**config.mk**
```make
export PLATFORM = sky130hd
export DESIGN_NAME = muxnx1_scan
export DESIGN_NICKNAME = d
export VERILOG_FILES = /design/src/rtl/muxnx1_scan.sv
export SDC_FILE = /design/constraint.sdc
export NUM_CORES = 1
export LEC_CHECK = 0
export ABC_CLOCK_PERIOD_IN_PS = 2300
export CAP_MARGIN = 20
export CORE_AREA = 2 2 39 41
export CTS_BUF_LIST = sky130_fd_sc_hd__clkbuf_8
export DETAILED_ROUTE_END_ITERATION = 8
export DIE_AREA = 0 0 41 43
export PLACE_DENSITY = 0.82
export SYNTH_ARGS = -nofsm -noshare
export SYNTH_HDL_FRONTEND = slang
export SYNTH_SLANG_ARGS = --single-unit
export TNS_END_PERCENT = 20
```
**constraint.sdc**
```tcl
create_clock -name clk -period 2.3 [get_ports clk]
set_input_delay 0.345 -clock clk [delete_from_list [all_inputs] [get_ports clk]]
set_output_delay 0.345 -clock clk [all_outputs]
set_load 0.005 [all_outputs]
```
**src/rtl/muxnx1_scan.sv**
```systemverilog
`default_nettype none
// +----------------------------------------------------------------------+
// | muxnx1_scan : CH:1 registered mux with manual select or auto-scan    |
// | Revision    : 1.0                                                    |
// +----------------------------------------------------------------------+
module muxnx1_scan #(
    parameter int  WIDTH = 1,
    parameter int  CH    = 4,
    parameter int  DWELL = 100,
    localparam int SEL_W = $clog2(CH)
) (
    input  logic                  clk,
    input  logic                  rst,
    input  logic [CH*WIDTH-1:0]   in,
    input  logic                  mode,
    input  logic                  en,
    input  logic [SEL_W-1:0]      sel_in,
    output logic [WIDTH-1:0]      out,
    output logic [SEL_W-1:0]      sel_out,
    output logic                  wrap
);

    localparam int CNT_W = $clog2(DWELL + 1);

    localparam logic [SEL_W:0]   c_CH_EXT   = (SEL_W + 1)'(CH);
    localparam logic [SEL_W-1:0] c_CH_LAST  = SEL_W'(CH - 1);
    localparam logic [SEL_W-1:0] c_SEL_ONE  = SEL_W'(1);
    localparam logic [CNT_W-1:0] c_DWELL_M1 = CNT_W'(DWELL - 1);
    localparam logic [CNT_W-1:0] c_CNT_ONE  = CNT_W'(1);

    logic [WIDTH-1:0] w_ch [CH];
    logic [SEL_W-1:0] w_sel_nxt;
    logic [CNT_W-1:0] w_cnt_nxt;
    logic             w_wrap_nxt;

    logic [WIDTH-1:0] r_out;
    logic [SEL_W-1:0] r_sel;
    logic [CNT_W-1:0] r_cnt;
    logic             r_wrap;

    for (genvar k = 0; k < CH; k++) begin : g_unpack
        assign w_ch[k] = in[k*WIDTH +: WIDTH];
    end

    always_comb begin
        w_sel_nxt  = r_sel;
        w_cnt_nxt  = r_cnt;
        w_wrap_nxt = 1'b0;
        if (!mode) begin
            w_cnt_nxt = '0;
            // An out-of-range manual select keeps the current channel.
            if ({1'b0, sel_in} < c_CH_EXT) begin
                w_sel_nxt = sel_in;
            end
        end else if (en) begin
            if (r_cnt == c_DWELL_M1) begin
                w_cnt_nxt = '0;
                if (r_sel == c_CH_LAST) begin
                    w_sel_nxt  = '0;
                    w_wrap_nxt = 1'b1;
                end else begin
                    w_sel_nxt = r_sel + c_SEL_ONE;
                end
            end else begin
                w_cnt_nxt = r_cnt + c_CNT_ONE;
            end
        end
    end

    // Data and select load on the same edge so they always agree.
    always_ff @(posedge clk or posedge rst) begin
        if (rst) begin
            r_out  <= '0;
            r_sel  <= '0;
            r_cnt  <= '0;
            r_wrap <= 1'b0;
        end else begin
            r_out  <= w_ch[w_sel_nxt];
            r_sel  <= w_sel_nxt;
            r_cnt  <= w_cnt_nxt;
            r_wrap <= w_wrap_nxt;
        end
    end

    assign out     = r_out;
    assign sel_out = r_sel;
    assign wrap    = r_wrap;

endmodule
`default_nettype wire

```
* Word-level counts from Yosys, hierarchy flattened
Cells that the tools add are included.
** Cells by class
- Equal/unequal tests :: 3
- Multiplexer cells :: 14
- Bitwise operators :: 1
- Add/sub/neg operators :: 2
- $lt $le $gt $ge :: 1
** Operators with widths (number)
- $mux W7 :: 3
- $mux W2 :: 4
- $add A7 B1 Y7 const B :: 1
- $eq A7 B7 Y1 const B :: 1
- $mux W1 :: 6
- $ge A3 B3 Y1 const B :: 1
- $not A2 Y3 :: 1
- $add A2 B1 Y2 const B :: 1
- $bmux W1 S2 :: 1
- $eq A2 B2 Y1 const B :: 1
- $ne A2 B1 Y1 const B :: 1
** Storage, ports and cells
- Register bits after elaboration :: 11
- Output and inout bits :: 4
- Input bits :: 10

* Longest topological paths before layout
- Depth after elaboration :: 9
- Mapped depth :: 6
- Gate-level depth less buffers :: 6

* Least setup slack after synthesis
Ideal clock, no wire load.
- Path type :: register to register
- From :: register r_cnt[0]
- To :: register r_out (netlist: out)
- Arrival time :: 1.630 ns
- Path slack :: 0.544 ns
- Required time :: 2.174 ns
- Library setup time :: 0.126 ns
- Path buffers :: 0
- Stages on the path, launching flop included :: 7
- Clock period less this slack :: 1.756 ns
- Cells stage by stage :: dfrtp_1 > ha_1 > and3_1 > and4b_1 > a311oi_4 > mux2i_1 > mux2i_1
** On the way
- Word-level cells in the longest chain between the ends :: 8
** Ends and longest elaborated chain
- from (decl) :: line 38 : logic [CNT_W-1:0] r_cnt;
- from (signal assigned) :: line 80 : r_cnt <= w_cnt_nxt;
- $eq A7 B7 Y1 :: line 56 : if (r_cnt == c_DWELL_M1) begin
- $mux W2 :: line 56
- $mux W2 :: line 55 : end else if (en) begin
- $mux W2 :: line 49 : if (!mode) begin
- via w_sel_nxt[1] :: line 32 : logic [SEL_W-1:0] w_sel_nxt;
- $not A2 Y3 (implied by the code) :: line 78 : r_out <= w_ch[w_sel_nxt];
- $bmux W1 S2 :: line 78
- $mux W1 (implied by the code) (2 in a row) :: line 78
- to (signal assigned) :: line 78
- to (decl) :: line 36 : logic [WIDTH-1:0] r_out;
The timed path passes the listed nets, and every way through them passes these cells. The select of a mux whose other input is x is not followed.
A chain may end at the register's enable or synchronous reset.

* Worst setup path after layout
Same ends and word-level chain as after synthesis.

==> flow_summary.html <==
<table>
<tr><th>Metric</th><th>Value</th></tr>
<tr><th colspan="2">Timing</th></tr>
<tr><td>Unrepaired setup endpoints after global routing</td><td>false</td></tr>
<tr><td>Ratio of final minimum period to clock period</td><td>0.831</td></tr>
<tr><td>Worst Clk Skew</td><td>0.00111 ns</td></tr>
<tr><td>Final setup viols</td><td>0</td></tr>
<tr><td>Final Hold Fails</td><td>0</td></tr>
<tr><td>Final total negative setup slack</td><td>0 ns</td></tr>
<tr><td>Actual slew at the worst max-slew pin</td><td>0.452 ns</td></tr>
<tr><td>Max-slew violation count</td><td>0</td></tr>
<tr><td>Final Critical Period</td><td>1.91 ns</td></tr>
<tr><td>Relative max-transition margin</td><td>0.698</td></tr>
<tr><td>Highest clock frequency the design can meet</td><td>523 MHz</td></tr>
<tr><th colspan="2">Logic synthesis</th></tr>
<tr><td>EDFF count, synth</td><td>0</td></tr>
<tr><td>Async set-or-reset flop fraction in the synthesized netlist</td><td>1.00</td></tr>
<tr><td>Count of yosys warnings during synthesis</td><td>0</td></tr>
<tr><td>Fraction of synthesized cell area taken by the top area cell type</td><td>0.425</td></tr>
<tr><td>Yosys cell types</td><td>24</td></tr>
<tr><td>Share of the yosys chip area belonging to registers</td><td>0.425</td></tr>
<tr><td>Biggest area consumer among synthesized cells</td><td>sky130_fd_sc_hd__dfrtp_1</td></tr>
<tr><td>Net count of the mapped netlist</td><td>73</td></tr>
<tr><td>Post-Syn Area</td><td>648 um2</td></tr>
<tr><td>Most instantiated flip-flop cell in the synthesis netlist</td><td>sky130_fd_sc_hd__dfrtp_1</td></tr>
<tr><td>Synthesized flop and latch total</td><td>11</td></tr>
<tr><td>Number of standard cells after synthesis</td><td>61</td></tr>
<tr><td>Area contributors post-synth</td><td>sky130_fd_sc_hd__dfrtp_1 42%, sky130_fd_sc_hd__mux2i_1 4.6%, sky130_fd_sc_hd__a311oi_4 4.1%, sky130_fd_sc_hd__a21oi_1 3.9%, sky130_fd_sc_hd__ha_1 3.9%</td></tr>
<tr><td>Synthesized area per cell</td><td>10.6 um2</td></tr>
<tr><th colspan="2">Power</th></tr>
<tr><td>Sw Ratio</td><td>0.234</td></tr>
<tr><td>Worst supply voltage drop on vdd</td><td>around 0.31 mV</td></tr>
<tr><td>Internal Power</td><td>0.360 mW</td></tr>
<tr><td>Clock power share</td><td>0.405</td></tr>
<tr><td>Cell Pwr Density</td><td>554 nW/um2</td></tr>
<tr><td>LEAKAGE</td><td>0.389 nW</td></tr>
<tr><td>Overall Power</td><td>0.470 mW</td></tr>
<tr><td>Switching pwr</td><td>approximately 0.11 mW</td></tr>
<tr><td>Register share of total power</td><td>0.446</td></tr>
<tr><td>Combinational cell fraction of total power</td><td>0.149</td></tr>
<tr><th colspan="2">Setup path</th></tr>
<tr><td>Category of the most critical setup path</td><td>reg -&gt; reg</td></tr>
<tr><td>Cells on worst reg2reg path</td><td>6</td></tr>
<tr><td>Slowest CP cell</td><td>sky130_fd_sc_hd__dfrtp_1</td></tr>
<tr><td>Critical register-to-register path endpoint</td><td>out</td></tr>
<tr><td>Arrival time worst endpoint</td><td>2.03 ns</td></tr>
<tr><td>Number of buffer and inverter instances along the worst setup path</td><td>0</td></tr>
<tr><td>Critical Path Start Type</td><td>register</td></tr>
<tr><td>Cell family with the largest share of critical-path delay</td><td>flip-flops</td></tr>
<tr><td>Maximum fanout count along the critical path</td><td>5</td></tr>
<tr><td>Endpoint kind of the worst setup timing path</td><td>register</td></tr>
<tr><td>Critical Path RT</td><td>2.42 ns</td></tr>
<tr><td>Cell-by-cell trace of the critical path</td><td>ha_1 -&gt; and3_1 -&gt; and4b_1 -&gt; a311oi_4 -&gt; mux2i_1 -&gt; mux2i_1</td></tr>
<tr><td>Register-to-register setup slack</td><td>0.39 ns</td></tr>
<tr><td>CP max stage delay</td><td>0.43 ns</td></tr>
<tr><td>Reg2Reg Launch Point</td><td>r_cnt[0]</td></tr>
<tr><td>Cell with the most instances on the worst path</td><td>sky130_fd_sc_hd__mux2i_1</td></tr>
<tr><th colspan="2">GRT</th></tr>
<tr><td>First-pass GRT wire length</td><td>2480 um</td></tr>
<tr><td>Pin count of the biggest net entering global routing</td><td>12</td></tr>
<tr><td>Number of global-route vias before repair</td><td>542</td></tr>
<tr><td>Antenna violations before repair</td><td>0</td></tr>
<tr><td>Overall Global Routing Usage</td><td>0.212</td></tr>
<tr><td>Aggregate global routing overflow</td><td>0</td></tr>
<tr><th colspan="2">Clock network</th></tr>
<tr><td>Post-CTS Hold Buffers</td><td>0</td></tr>
<tr><td>H-Tree Level Count</td><td>1</td></tr>
<tr><td>Longest Clk Path Bufs</td><td>2</td></tr>
<tr><td>Number of CTS-inserted buffers</td><td>3</td></tr>
<tr><td>Clock latency on the worst-skew pair</td><td>0.24 ns</td></tr>
<tr><td>Clock tree from TritonCTS</td><td>yes</td></tr>
<tr><td>PostCTS Resize Cnt</td><td>0</td></tr>
<tr><td>CTS clk-pin slew, worst paths</td><td>0.05 ns</td></tr>
<tr><td>Master cell of the clock root buffer</td><td>sky130_fd_sc_hd__clkbuf_8</td></tr>
<tr><td>Number of buffers added for setup after CTS</td><td>0</td></tr>
<tr><td>Clk sinks</td><td>11</td></tr>
<tr><th colspan="2">Die</th></tr>
<tr><td>Std-Cell Rows</td><td>14</td></tr>
<tr><td>Vertical die dimension</td><td>43 um</td></tr>
<tr><td>Number of primary I/O pins</td><td>14</td></tr>
<tr><td>Core area</td><td>approximately 1400 um2</td></tr>
<tr><td>Area enclosed by the die boundary</td><td>1760 um2</td></tr>
<tr><td>Effective utilization at floorplan</td><td>0.468</td></tr>
<tr><td>Die width</td><td>41 um</td></tr>
<tr><th colspan="2">Route</th></tr>
<tr><td>Routed length on met1</td><td>598 um</td></tr>
<tr><td>Routed wire length</td><td>1380 um</td></tr>
<tr><td>Pre-Repair DR Iteration Count</td><td>4</td></tr>
<tr><td>DR vias</td><td>530</td></tr>
<tr><td>Detailed router's first-iteration violation count</td><td>14</td></tr>
<tr><td>Highest signal layer in the routed design</td><td>met4</td></tr>
<tr><td>Final antenna-violating net count</td><td>0</td></tr>
<tr><td>Total length of routed met3 wires</td><td>38 um</td></tr>
<tr><td>Post-route DRC violation count</td><td>0</td></tr>
<tr><td>Met2 WL post-DR</td><td>715 um</td></tr>
<tr><td>Via count normalized by instance count</td><td>5.58</td></tr>
<tr><td>Average routed wire per standard cell</td><td>14.5 um</td></tr>
<tr><th colspan="2">Layout</th></tr>
<tr><td>Area growth from synthesis to final layout</td><td>30.7%</td></tr>
<tr><td>Post-layout nets</td><td>92</td></tr>
<tr><td>Antenna diode count</td><td>0</td></tr>
<tr><td>Fraction of final layout cells sized beyond drive strength 1</td><td>0.139</td></tr>
<tr><td>Post-route non-filler standard cell count</td><td>95</td></tr>
<tr><th colspan="2">Placed design</th></tr>
<tr><td>Number of cells in the design after placement</td><td>91</td></tr>
<tr><td>I/O Buffers</td><td>13</td></tr>
<tr><td>Final weighted congestion in routability-driven placement</td><td>about 0.84</td></tr>
<tr><th colspan="2">Run</th></tr>
<tr><td>Maximum capacitance violations</td><td>0</td></tr>
<tr><th colspan="2">Outcome</th></tr>
<tr><td>Run status</td><td>complete, no violations</td></tr>
<tr><th colspan="2">Worst hold path</th></tr>
<tr><td>Hold WC Path Type</td><td>in -&gt; async</td></tr>
</table>
==> layout by cell type, fill, tap and decap left out, types with 2 or more instances in the layout <==
cell type                         count
sky130_fd_sc_hd__ha_1                 2
sky130_fd_sc_hd__nand2b_1             3
sky130_fd_sc_hd__and3_1               3
sky130_fd_sc_hd__nor2_1               5
sky130_fd_sc_hd__nand3_1              2
sky130_fd_sc_hd__dfrtp_1             11
sky130_fd_sc_hd__inv_1                5
sky130_fd_sc_hd__xor2_1               2
sky130_fd_sc_hd__nand4_1              3
sky130_fd_sc_hd__clkbuf_8             3
sky130_fd_sc_hd__nand3b_1             2
sky130_fd_sc_hd__buf_4                2
sky130_fd_sc_hd__clkdlybuf4s50_1     13
sky130_fd_sc_hd__a21oi_1              5
sky130_fd_sc_hd__nand2_1              4
sky130_fd_sc_hd__mux2i_1              3
sky130_fd_sc_hd__a211oi_1             2
==> metal layers <==
metal | vias up | GRT usage
met2 | 14 | 0.309
met4 | 0 | 0.100
met5 | - | 0
met1 | 255 | 0.288
li1 | 257 | -
met3 | 4 | 0.0471
==> final cells by class <==
class	instances	area (um2)
fillers	118	537
multi-input cells	45	347
flip-flops and latches	11	275
repair buffers	15	145
clock buffers	3	41.3
well taps	16	20.0
inverters	4	15.0
clock inverters	1	3.75
==> through the flow <==
| step | setup slack [ns] | instance area (um2) | hold slack [ns] | util |
|---|---|---|---|---|
| CTS | 0.404 | 847 | 0.416 | 0.612 |
| finish | 0.389 | 847 | 0.409 | 0.612 |
| detailed placement | 0.295 | 802 | 0.583 | 0.580 |
| floorplan | 0.544 | 648 | 0.197 | - |
| global route | 0.290 | 847 | 0.465 | 0.612 |
| global placement | 0.337 | 802 | 0.566 | 0.580 |
==> registers in the layout, summed over array words and instances, names as in the netlist <==
signal / cells
r_cnt: 7
sel_out: 2
wrap: 1
out: 1
==> cells in the mapped netlist, types with 3 or more instances <==
cell type	number
sky130_fd_sc_hd__a21oi_1	5
sky130_fd_sc_hd__dfrtp_1	11
sky130_fd_sc_hd__mux2i_1	3
sky130_fd_sc_hd__nand4_1	3
sky130_fd_sc_hd__nor2_1	5
sky130_fd_sc_hd__inv_1	4
sky130_fd_sc_hd__nand2b_1	3
sky130_fd_sc_hd__and3_1	3
sky130_fd_sc_hd__nand2_1	4
==> power groups by stage <==
stage	sequential, mW	clock (mW)	combinational, mW
after floorplan	0.211	0	0.0329
after global placement	0.212	0	0.0675
after detailed placement	0.212	0	0.0698
after CTS	0.209	0.193	0.0705
after global routing	0.210	0.211	0.0771
final	0.210	0.190	0.0698
==> kinds of logic after synthesis <==
logic type | Yosys count | share of synthesized area
mux | 3 | 0.0463
compound gates | 10 | 0.143
buf+inv | 5 | 0.0405
xor+xnor | 2 | 0.0270
fa+ha+maj | 2 | 0.0386
flops | 11 | 0.425
simple gates | 28 | 0.280
==> worst max-delay path by stage <==
| stage | cells after the start | startpoint | end |
|---|---|---|---|
| global route | 6 | r_cnt[0] | out |
| CTS | 6 | r_cnt[0] | out |
| detailed placement | 6 | en | out |
| global placement | 6 | en | out |
| floorplan | 6 | r_cnt[0] | out |
| finish | 6 | r_cnt[0] | out |
Note: power is estimated with default switching activity, not from simulation.
